==> src/rtl/axi_burst_pkg.sv <==
// ============================================================================
// Module  : axi_burst_pkg
// Brief   : Shared widths, FSM state codes and bus field positions for the
//           burst master.
// Revision: 1.0 - initial release
// ============================================================================
`default_nettype none

package axi_burst_pkg;

    localparam int ADDR_W  = 8;
    localparam int LEN_W   = 4;
    localparam int ID_W    = 4;
    localparam int DATA_W  = 8;
    localparam int STATE_W = 3;

    localparam logic [STATE_W-1:0] ST_IDLE = 3'd0;
    localparam logic [STATE_W-1:0] ST_AR   = 3'd1;
    localparam logic [STATE_W-1:0] ST_R    = 3'd2;
    localparam logic [STATE_W-1:0] ST_AW   = 3'd3;
    localparam logic [STATE_W-1:0] ST_W    = 3'd4;
    localparam logic [STATE_W-1:0] ST_B    = 3'd5;
    localparam logic [STATE_W-1:0] ST_DONE = 3'd6;

    // Read request {addr, len, id}
    localparam int IN_W        = ADDR_W + LEN_W + ID_W;
    localparam int IN_ID_LSB   = 0;
    localparam int IN_LEN_LSB  = ID_W;
    localparam int IN_ADDR_LSB = ID_W + LEN_W;

    // Write request {addr, id}
    localparam int AWIN_W        = ADDR_W + ID_W;
    localparam int AWIN_ID_LSB   = 0;
    localparam int AWIN_ADDR_LSB = ID_W;

    // Read beat {data, err}
    localparam int OUT_W        = DATA_W + 1;
    localparam int OUT_ERR_BIT  = 0;
    localparam int OUT_DATA_LSB = 1;

    // Write response {err, id}
    localparam int BRESP_W       = ID_W + 1;
    localparam int BRESP_ID_LSB  = 0;
    localparam int BRESP_ERR_BIT = ID_W;

endpackage

`default_nettype wire

==> src/rtl/axi_burst_beat_ctr.sv <==
// ============================================================================
// Module  : axi_burst_beat_ctr
// Brief   : Burst beat counter with a "next beat is the last" compare.
// Revision: 1.0 - initial release
// ============================================================================
`default_nettype none

module axi_burst_beat_ctr
    import axi_burst_pkg::*;
(
    input  logic             clk,
    input  logic             rst,
    input  logic             i_clr,
    input  logic             i_inc,
    input  logic [LEN_W-1:0] i_len,
    output logic             o_last
);

    logic [LEN_W-1:0] count_q;
    logic [LEN_W-1:0] count_d;

    always_comb begin
        count_d = count_q;
        if (i_clr) begin
            count_d = '0;
        end else if (i_inc) begin
            count_d = count_q + 1'b1;
        end
    end

    always_ff @(posedge clk) begin
        if (rst) begin
            count_q <= '0;
        end else begin
            count_q <= count_d;
        end
    end

    // Extra bit keeps count+1 from wrapping before the compare.
    assign o_last = (({1'b0, count_q} + {{LEN_W{1'b0}}, 1'b1}) == {1'b0, i_len});

endmodule

`default_nettype wire

==> config.mk <==
export PLATFORM = sky130hd
export DESIGN_NAME = axi_burst_beat_ctr
export DESIGN_NICKNAME = d
export VERILOG_FILES = /design/src/rtl/axi_burst_pkg.sv /design/src/rtl/axi_burst_beat_ctr.sv
export SDC_FILE = /design/constraint.sdc
export NUM_CORES = 1
export LEC_CHECK = 0
export BUFFER_PORTS_ARGS = -buffer_cell sky130_fd_sc_hd__clkbuf_2
export CORE_AREA = 2 2 39 41
export CTS_CLUSTER_DIAMETER = 80
export DETAILED_ROUTE_END_ITERATION = 10
export DIE_AREA = 0 0 41 43
export GPL_TIMING_DRIVEN = 0
export PLACE_DENSITY = 0.48
export SLEW_MARGIN = 15
export SYNTH_ARGS = -nofsm -noshare
export SYNTH_HDL_FRONTEND = slang
export SYNTH_SLANG_ARGS = --single-unit
==> constraint.sdc <==
create_clock -name clk -period 1.45 [get_ports clk]
set_input_delay 0.2175 -clock clk [delete_from_list [all_inputs] [get_ports clk]]
set_output_delay 0.2175 -clock clk [all_outputs]
set_load 0.03 [all_outputs]
# Word level (Yosys, flattened, before mapping)
# Index checks and enable logic that the tools add are counted.
[word_totals] reg_bits=4 inputBits=8 output_inout_bits=1 elab_cells=5
[op_classes] add_sub_neg=2 n_eq_ne=1 reduce_logical=1
[op_table] operator="4-bit by 1-bit adder with 5-bit output (second input constant)" count=1
[op_table] operator="5-bit by 4-bit equality test with 1-bit output" count=1
[op_table] operator="4-bit by 1-bit adder with 4-bit output (second input constant)" count=1
[op_table] operator="2-bit OR reduction" count=1

# Longest topological paths before layout
[depth] ltp_word=2 mapped_depth=4 depth_no_buf=4

# Least setup slack after synthesis
# OpenSTA, ideal clock, no wires.
[synth_timing] path_kind="reg-to-output" from="register count_q[0]" to="output port o_last" arrival_ns=2.299 required_ns=1.233 path_slack_ns=-1.067 stages_incl_launch_ff=5 path_cell_list="dfxtp_1 > ha_1 > and2b_1 > or3_1 > a2111oi_1"
[synth_via] elab_chain_cells=2
[synth_lines] item="start: declaration" line="axi_burst_beat_ctr.sv:19" source="logic [LEN_W-1:0] count_q;"
[synth_lines] item="start signal: assignment" line="axi_burst_beat_ctr.sv:35" source="count_q <= count_d;"
[synth_lines] item="4-bit by 1-bit adder with 5-bit output" line="axi_burst_beat_ctr.sv:40" source="assign o_last = (({1'b0, count_q} + {{LEN_W{1'b0}}, 1'b1}) == {1'b0, i_len});"
[synth_lines] item="5-bit by 4-bit equality test with 1-bit output" line="axi_burst_beat_ctr.sv:40"
[synth_lines] item="end: declaration" line="axi_burst_beat_ctr.sv:16" source="output logic o_last"
# No other way between the ends.

# Final worst setup path
# Ends and elaborated chain as after synthesis.

==> reports/results.ini <==
[worst_setup_path]
worstPathArrival_ns = 1.77
required_ns = 1.23
critPathKind = register to output port
cp-end-kind = output port
critPathLaunchType = register
crit_fanout = 5
rr_startpoint = count_q[1]
crit_start = count_q[0]

[logic_synthesis]
synth_compound_area_frac = 0.0603
synth_top_family_by_area = simple AND/OR/NAND/NOR gates
synthSimpleGateAreaFrac = 0.281
yosysTopAreaCellShare = 0.322
synthDistinctLibCells = 15
synth-seq-cells = 4
ys_seq_area_frac = 0.322
synthesis.area_um2 = 249
synth_enable_flop_cells = 0
synth_area_leaders = dfxtp_1, xor2_1, xnor2_1, nor3_1, nor2b_4
ys.warnings.count = 0
async_flop_share = 0
synth.largest_area_cell = dfxtp_1
yosys-top-cells-count = dfxtp_1, nor3_1, xor2_1
postSynthCellCount = 26
synth_fp_nets = 35
yosys.area_share.adder = 0.0503
ys.flop_type = dfxtp_1
muxShareOfSynthArea = 0.0402
syn_avg_cell_area_um2 = 9.58
synth_xor_area_frac = 0.246

[detailed_routing]
ant_nets = 0
viasPerCell = 3.85
drtIter0Drc = 0
drt-wirelength-per-cell_um = 9.53
wirelength_um = 524
route.detailed.drc = 0
first_pass_iters = 1
vias = 212

[placed_design]
gp_congestion = 0.610
dpl.hpwl_um = 401
portBuffers = 8

[global_routing]
met3_usage = 0.0157
track_usage = 0.0754
grt_pass1_wl_um = 834
grt_pass1_vias = 229
overflow = 0
antenna_found_initial = 0
grt_busiest_layer = met1
use_met1 = 0.103
grt_max_degree = 6
use_met2 = 0.0875

[clock_tree]
cts_tree = done
htree_levels = 1
postCtsHoldBufs = 0
cts_made_buffers = 3
clockRootBuffer = clkbuf_4
clock-sinks = 4
cts_buffer_depth = 2
clkLatencyLatePin_ns = 0.24
path_clk_slew_ns = 0.04

[floorplan]
die_w_um = 41
boundaryPins = 9
fp.coreArea_um2 = 1380
row_count = 14
dieArea_um2 = 1760
die_y_um = 43
start_util = 0.180

[timing]
max_clock_freq_mhz = 504
fin_crit_sh = 1.37
setup_violations = 1
rsz0062_at_grt = true
slew_headroom = 0.760
layout_setup_ws_ns = -0.535
tightest_slew_ns = 0.357
tns_ns = -0.535
whs_ns = 0.186
maxSlewViolCount = 0
finalHoldViolCount = 0
fin_worst_skew_ns = 0.00406
min_period_ns = 1.99

[cells_and_area]
area_growth_pct = 57.3
fin_nets = 49
fill_cells = 151
reg.largest.list = count_q (4)
diodes = 0
top_register = count_q
drive_gt1_frac = 0.462
largest_reg_flops = 4

[pwr]
p_per_area_nw_per_um2 = 819
p_leak_nw = 0.154
peakVddDrop_v = 0.000355

[worst_hold_path]
holdCritStartpoint = i_clr
min-delay-path-class = input pin to register

[job]
maxCapViolCount = 0

[status]
status = complete, but fails checks
violations = setup timing

layout make-up:
cell class / instances / area, um^2 / area share
Multi-Input combinational cell: 22 / 204 / 0.521
Sequential cell: 4 / 85.1 / 0.217
Timing Repair Buffer: 9 / 56.3 / 0.144
Clock buffer: 4 / 26.3 / 0.0671
Tap cell: 16 / 20.0 / 0.0511
final timing paths:
check                                   to  slack [ns]  cells after the start
worst min register to register  count_q[1]        0.57                      2
worst min-delay path            count_q[0]        0.19                      2
worst max register to register  count_q[2]        0.50                      4
worst max-delay path                o_last       -0.54                      5
cell families after synthesis:
| family | after synthesis |
|---|---|
| compound gates | 2 |
| xor+xnor | 7 |
| fa+ha+maj | 1 |
| flops | 4 |
| mux | 1 |
| simple gates | 11 |
power by group:
group	total, mW	internal (mW)	switching (mW)
clock	0.154	0.104	0.0504
sequential	0.115	0.112	0.00356
combinational	0.0514	0.0282	0.0232
routing by layer:
layer  vias to the layer above  wire length (um)  part of all wire
met2                         9               195              0.37
met3                         0                48             0.092
li1                        119                 -                 -
met4                         0                 0                 0
met1                        84               280              0.53
met5                         -                 0                 0
layout by cell type, fill, tap and decap left out, drive strengths merged, types with 3 or more instances in the layout:
cell type	synthesis	layout
dfxtp	4	4
xor2	4	4
nor3	4	4
clkbuf	0	12
xnor2	3	3
stage by stage:
stage / setup slack, ns / utilization / cell area [um^2] / instances / power, mW
5_1_grt: -0.575 / 0.283 / 392 / 55 / 0.344
3_3_place_gp: -0.318 / 0.252 / 349 / 50 / 0.165
3_5_place_dp: -0.310 / 0.252 / 349 / 50 / 0.165
2_1_floorplan: -0.283 / - / 289 / 26 / 0.146
6_report: -0.535 / 0.283 / 392 / 55 / 0.321
4_1_cts: -0.556 / 0.278 / 384 / 54 / 0.330
worst max-delay path, cell delays in order (launching register included):
cell	delay [ns]
dfxtp_4	0.36
ha_4	0.17
and2b_1	0.15
or3_4	0.33
a2111oi_4	0.30
clkbuf_8	0.21
what timing repair did:
item                       4_1_cts  5_1_grt
gates resized for setup          2        0
setup endpoints to repair        1        1
setup buffers                    0        1
(Power assumes the default switching activity.)
